==> src/rtl/sym_vn_lut_loader.sv <==
// sym_vn_lut_loader
//   Write-side sequencer for the two-bank symmetric VN LUT RAM. A load command
//   selects one frame slot. Every page of that slot is then written from a
//   valid/ready stream of entry pairs, one entry per bank per beat. Completion
//   is reported to the iteration controller with a one-cycle pulse.
//
// Ports
//   write_clk, rst      clock shared with the RAM write port; async active-high reset
//   load_start          one-cycle load request (honoured only when idle)
//   load_frame          frame slot to fill, sampled with load_start
//   load_abort          terminates a load in progress
//   lut_lock            holds off acceptance while the decoder must not see writes
//   in_valid/in_data    entry pair; low half -> bank0, high half -> bank1
//   in_ready            combinational accept qualifier
//   lut_in_bank0/1      registered RAM write data
//   page_write_addr     registered page address
//   write_addr_offset   registered frame offset
//   we                  registered write enable, one cycle per accepted beat
//   busy                a load is in progress
//   load_done           one-cycle pulse coincident with the last page write
module sym_vn_lut_loader #(
  parameter int QUAN_SIZE       = 3,
  parameter int ENTRY_ADDR      = 5,
  parameter int MULTI_FRAME_NUM = 2
) (
  input  logic                                          write_clk,
  input  logic                                          rst,
  input  logic                                          load_start,
  input  logic [$clog2(MULTI_FRAME_NUM)-1:0]            load_frame,
  input  logic                                          load_abort,
  input  logic                                          lut_lock,
  input  logic                                          in_valid,
  input  logic [2*QUAN_SIZE-1:0]                        in_data,
  output logic                                          in_ready,
  output logic [QUAN_SIZE-1:0]                          lut_in_bank0,
  output logic [QUAN_SIZE-1:0]                          lut_in_bank1,
  output logic [ENTRY_ADDR-$clog2(MULTI_FRAME_NUM)-1:0] page_write_addr,
  output logic [$clog2(MULTI_FRAME_NUM)-1:0]            write_addr_offset,
  output logic                                          we,
  output logic                                          busy,
  output logic                                          load_done
);

  localparam int FRAME_W  = $clog2(MULTI_FRAME_NUM);
  localparam int PAGE_W   = ENTRY_ADDR - FRAME_W;
  localparam int PAGE_NUM = 2 ** PAGE_W;

  typedef enum logic [1:0] {
    IDLE = 2'd0,
    LOAD = 2'd1,
    DONE = 2'd2
  } state_t;

  state_t                 state_q, state_d;
  logic [PAGE_W-1:0]      page_cnt_q, page_cnt_d;
  logic [FRAME_W-1:0]     frame_q, frame_d;
  logic [QUAN_SIZE-1:0]   bank0_q, bank0_d;
  logic [QUAN_SIZE-1:0]   bank1_q, bank1_d;
  logic [PAGE_W-1:0]      page_addr_q, page_addr_d;
  logic [FRAME_W-1:0]     offset_q, offset_d;
  logic                   we_q, we_d;
  logic                   busy_q, busy_d;
  logic                   done_q, done_d;
  logic                   accept;

  // Abort wins over a same-cycle beat by withdrawing ready.
  assign in_ready = (state_q == LOAD) & ~lut_lock & ~load_abort;
  assign accept   = in_valid & in_ready;

  always_ff @(posedge write_clk or posedge rst) begin
    if (rst) begin
      state_q     <= IDLE;
      page_cnt_q  <= '0;
      frame_q     <= '0;
      bank0_q     <= '0;
      bank1_q     <= '0;
      page_addr_q <= '0;
      offset_q    <= '0;
      we_q        <= 1'b0;
      busy_q      <= 1'b0;
      done_q      <= 1'b0;
    end else begin
      state_q     <= state_d;
      page_cnt_q  <= page_cnt_d;
      frame_q     <= frame_d;
      bank0_q     <= bank0_d;
      bank1_q     <= bank1_d;
      page_addr_q <= page_addr_d;
      offset_q    <= offset_d;
      we_q        <= we_d;
      busy_q      <= busy_d;
      done_q      <= done_d;
    end
  end

  always_comb begin
    state_d     = state_q;
    page_cnt_d  = page_cnt_q;
    frame_d     = frame_q;
    bank0_d     = bank0_q;
    bank1_d     = bank1_q;
    page_addr_d = page_addr_q;
    offset_d    = offset_q;
    we_d        = 1'b0;
    busy_d      = busy_q;
    done_d      = 1'b0;

    unique case (state_q)
      IDLE: begin
        busy_d = 1'b0;
        if (load_start) begin
          frame_d    = load_frame;
          page_cnt_d = '0;
          busy_d     = 1'b1;
          state_d    = LOAD;
        end
      end
      LOAD: begin
        busy_d = 1'b1;
        if (load_abort) begin
          busy_d  = 1'b0;
          state_d = IDLE;
        end else if (accept) begin
          we_d        = 1'b1;
          bank0_d     = in_data[QUAN_SIZE-1:0];
          bank1_d     = in_data[2*QUAN_SIZE-1:QUAN_SIZE];
          page_addr_d = page_cnt_q;
          offset_d    = frame_q;
          page_cnt_d  = page_cnt_q + PAGE_W'(1);
          // The last page's write and the completion pulse share the DONE cycle.
          if (page_cnt_q == PAGE_W'(PAGE_NUM - 1)) begin
            done_d  = 1'b1;
            state_d = DONE;
          end
        end
      end
      DONE: begin
        busy_d  = 1'b0;
        state_d = IDLE;
      end
      default: begin
        busy_d  = 1'b0;
        state_d = IDLE;
      end
    endcase
  end

  assign lut_in_bank0      = bank0_q;
  assign lut_in_bank1      = bank1_q;
  assign page_write_addr   = page_addr_q;
  assign write_addr_offset = offset_q;
  assign we                = we_q;
  assign busy              = busy_q;
  assign load_done         = done_q;

endmodule

==> config.mk <==
export PLATFORM = sky130hd
export DESIGN_NAME = sym_vn_lut_loader
export DESIGN_NICKNAME = d
export VERILOG_FILES = /design/src/rtl/sym_vn_lut_loader.sv
export SDC_FILE = /design/constraint.sdc
export NUM_CORES = 1
export LEC_CHECK = 0
export CAP_MARGIN = 25
export CELL_PAD_IN_SITES_DETAIL_PLACEMENT = 0
export CELL_PAD_IN_SITES_GLOBAL_PLACEMENT = 1
export CORE_MARGIN = 5
export CORE_UTILIZATION = 38
export DETAILED_ROUTE_END_ITERATION = 10
export PLACE_DENSITY_LB_ADDON = 0.05
export SLEW_MARGIN = 10
export SYNTH_ARGS = -nofsm -noshare
export SYNTH_HDL_FRONTEND = slang
export SYNTH_SLANG_ARGS = --single-unit
==> constraint.sdc <==
create_clock -name write_clk -period 5.1 [get_ports write_clk]
set_input_delay 1.02 -clock write_clk [delete_from_list [all_inputs] [get_ports write_clk]]
set_output_delay 1.02 -clock write_clk [all_outputs]
set_load 0.02 [all_outputs]
==> impl_metrics.csv <==
group,metric,value,unit
sta,setup_ws,1400,ps
routing,first_pass_iters,4,
power_and_ir_drop,p_total,0.406,mW
worst_setup_path,max_stage_delay,610,ps
synthesis,ys_async_sr_fraction,1.00,
routing,routed_wl,1460,um
synthesis,synth-edff-count,0,
worst_setup_path,cp_slowest_cell,"clkdlybuf4s50_1",
place,place_area,1160,sq um
grt,grt_max_degree,22,
routing,dr_total_vias,563,
routing,drcViolationCount,0,
clocking,cts_resized,0,
clocking,clock_sinks,21,
clocking,numCtsBuffers,3,
synthesis,ys_top_cells_by_area,"dfrtp_1 (59%), mux2_4 (12%), mux2_1 (6.4%)",
floorplanning,die_w,58.3,um
worst_setup_path,timing.rr.start,"state_q[1]",
routing,wire_per_inst,12.4,um
worst_setup_path,critPathLaunchType,"primary input",
floorplanning,initial_utilization,0.400,
synthesis,syn-num-nets,78,
sta,setup_violations,0,
synthesis,yosys.area.top_type,"dfrtp_1",
synthesis,avgSynthCellArea,13.8,sq um
layout,syn_to_final_growth,33.5,%
worst_setup_path,crit_top_cell,"clkdlybuf4s50_1",
sta,skew,10.3,ps
power_and_ir_drop,powerDensity,344,nW/um^2
worst_setup_path,cp_data_arrival_time,2680,ps
outcome,outcome,"finished, final reports clean",
clocking,ctsHtreeMaxLevel,1,
floorplanning,die_y,58.3,um
sta,fin_crit_sh,0.726,
clocking,cts_root_buf,"clkbuf_4",
worst_setup_path,cp-endpoint,"in_ready",
synthesis,synth_top_cell_area_share,0.593,
clocking,clockBufferDepth,2,
floorplanning,io_pins,28,
floorplanning,fp-row-count,17,
worst_setup_path,crit_buf_inv,2,
synthesis,syn_area,886,sq um
power_and_ir_drop,p_leak,0.537,nW
sta,worst_slew_pin_slew,754,ps
worst_setup_path,cp_cell_sequence,"clkdlybuf4s50_1 > or3b_1 > nor2_1 > clkdlybuf4s50_1",
worst_setup_path,crit_fanout,12,
floorplanning,coreArea,2210,sq um
worst_setup_path,critPathRequiredTime,4080,ps
clocking,post_cts_buffers,0,
synthesis,synth_cell_types,24,
worst_setup_path,crit_type,"in2out",
routing,postRouteAntennaNets,0,
power_and_ir_drop,peakVddDrop,0.186,mV
sta,final-hold-violation-count,0,
clocking,cts.hold.buffers_added,0,
sta,fmax,0.270,GHz
synthesis,seq_area_frac_synth,0.593,
layout,nets,105,
place,place_ws,1400,ps
layout,final_cell_area,1180,sq um
synthesis,synth_most_common_cell,"dfrtp_1",
worst_setup_path,rr_worst_depth,3,
place,port_buffers,27,
synthesis,synth_seq_cells,21,
hold_path,hold_path.class,"reg2reg",
grt,grt_pass1_vias,572,
synthesis,ys_top_cells_by_count,"dfrtp_1 (21), mux2_4 (7), mux2_1 (5)",
synthesis,synthesis.instances,64,
sta,relSlewSlack,0.497,
worst_setup_path,cp-end-kind,"output pin",
clocking,cts.clk_slew.worst_paths,110,ps
clocking,clk_latency,290,ps
routing,viasPerCell,4.77,
worst_setup_path,r2r_end,"page_write_addr[3]",
sta,min_period,3700,ps
synthesis,yosys_most_used_dff,"dfrtp_1",
grt,grt_overflow_total,0,
clocking,cts_tree,"built",
worst_setup_path,cp_top_family,"buffers and inverters",
sta,drv_slew,0,
place,gp_congestion,0.700,
grt,antenna_found_initial,0,
floorplanning,die_area,3400,sq um
routing,detail_route.iter0.violations,8,
worst_setup_path,crit_start,"load_abort",
sta,finalSetupTns,0,ps
layout,layout-drive-gt1-share,0.122,
layout,diodes,0,
sta,grt_setup_unrepaired,"no",
synthesis,ys_warn_count,0,
worst_setup_path,cp.depth,4,
grt,grtUsageTotal,0.0958,
place,place_hpwl,1110,um
grt,grt_pass1_wl,2450,um
flow_run,drv_cap,0,
worst_setup_path,r2r_slack,3070,ps
how the worst min path moves through the flow:
stage                         start           endpoint  slack (ps)  cells past startpoint
CTS                         frame_q  write_addr_offset         500                      1
global route        lut_in_bank0[0]    lut_in_bank0[0]         520                      1
finish                      frame_q  write_addr_offset         490                      1
global placement            frame_q  write_addr_offset         460                      1
floorplan                   frame_q  write_addr_offset         450                      1
detailed placement          frame_q  write_addr_offset         480                      1
layout by cell type, fill, tap and decap left out, types with 2 or more instances in the layout:
| cell | instances |
|---|---|
| a21boi_1 | 2 |
| clkbuf_4 | 3 |
| clkdlybuf4s50_1 | 27 |
| dfrtp_1 | 21 |
| inv_1 | 2 |
| mux2_1 | 5 |
| mux2_4 | 7 |
| nand3_1 | 2 |
| nor3_1 | 2 |
| o21ai_1 | 3 |
| o31ai_1 | 2 |
| or3b_1 | 2 |
registers in the layout (all words and copies together) (netlist names):
register	cells
busy	1
frame_q	1
load_done	1
lut_in_bank0	3
lut_in_bank1	3
page_cnt_q	4
page_write_addr	4
state_q	2
we	1
write_addr_offset	1
per-stage QoR:
stage | utilization | std cells | hold slack (ps)
global placement | 0.523 | 114 | 463
floorplan | - | 64 | 454
global route | 0.535 | 118 | 524
CTS | 0.535 | 118 | 502
finish | 0.535 | 118 | 494
detailed placement | 0.523 | 114 | 476
report_power, final:
group	switching, mW	total, mW	internal [mW]	leakage (nW)
sequential	0.0129	0.205	0.192	0.272
clock	0.0449	0.0753	0.0304	0.0150
combinational	0.0550	0.126	0.0708	0.250
total	0.113	0.406	0.294	0.537
metal layers:
| metal | vias up | track usage | routed length [um] |
|---|---|---|---|
| li1 | 275 | - | - |
| met1 | 267 | 0.113 | 668 |
| met3 | 2 | 0.0356 | 120 |
| met5 | - | 0 | 0 |
| met4 | 0 | 0.0497 | 13 |
| met2 | 19 | 0.152 | 656 |
area by class of cell:
| class | count | area, sq um |
|---|---|---|
| flip-flops and latches | 21 | 526 |
| repair buffers | 27 | 270 |
| inverters | 3 | 11.3 |
| clock buffers | 4 | 26.3 |
| multi-input cells | 35 | 314 |
| fillers | 205 | 1030 |
| well taps | 28 | 35.0 |
cell families (layout without fill, tap and decap cells):
group           count (synthesis)  after routing  synth area share
flops                          21             21             0.593
simple gates                   13             13            0.0890
mux                            12             12             0.182
compound gates                  9              9            0.0692
buf+inv                         8             34            0.0523
fa+ha+maj                       1              1            0.0141
Note: power is estimated with default switching activity, not from simulation.
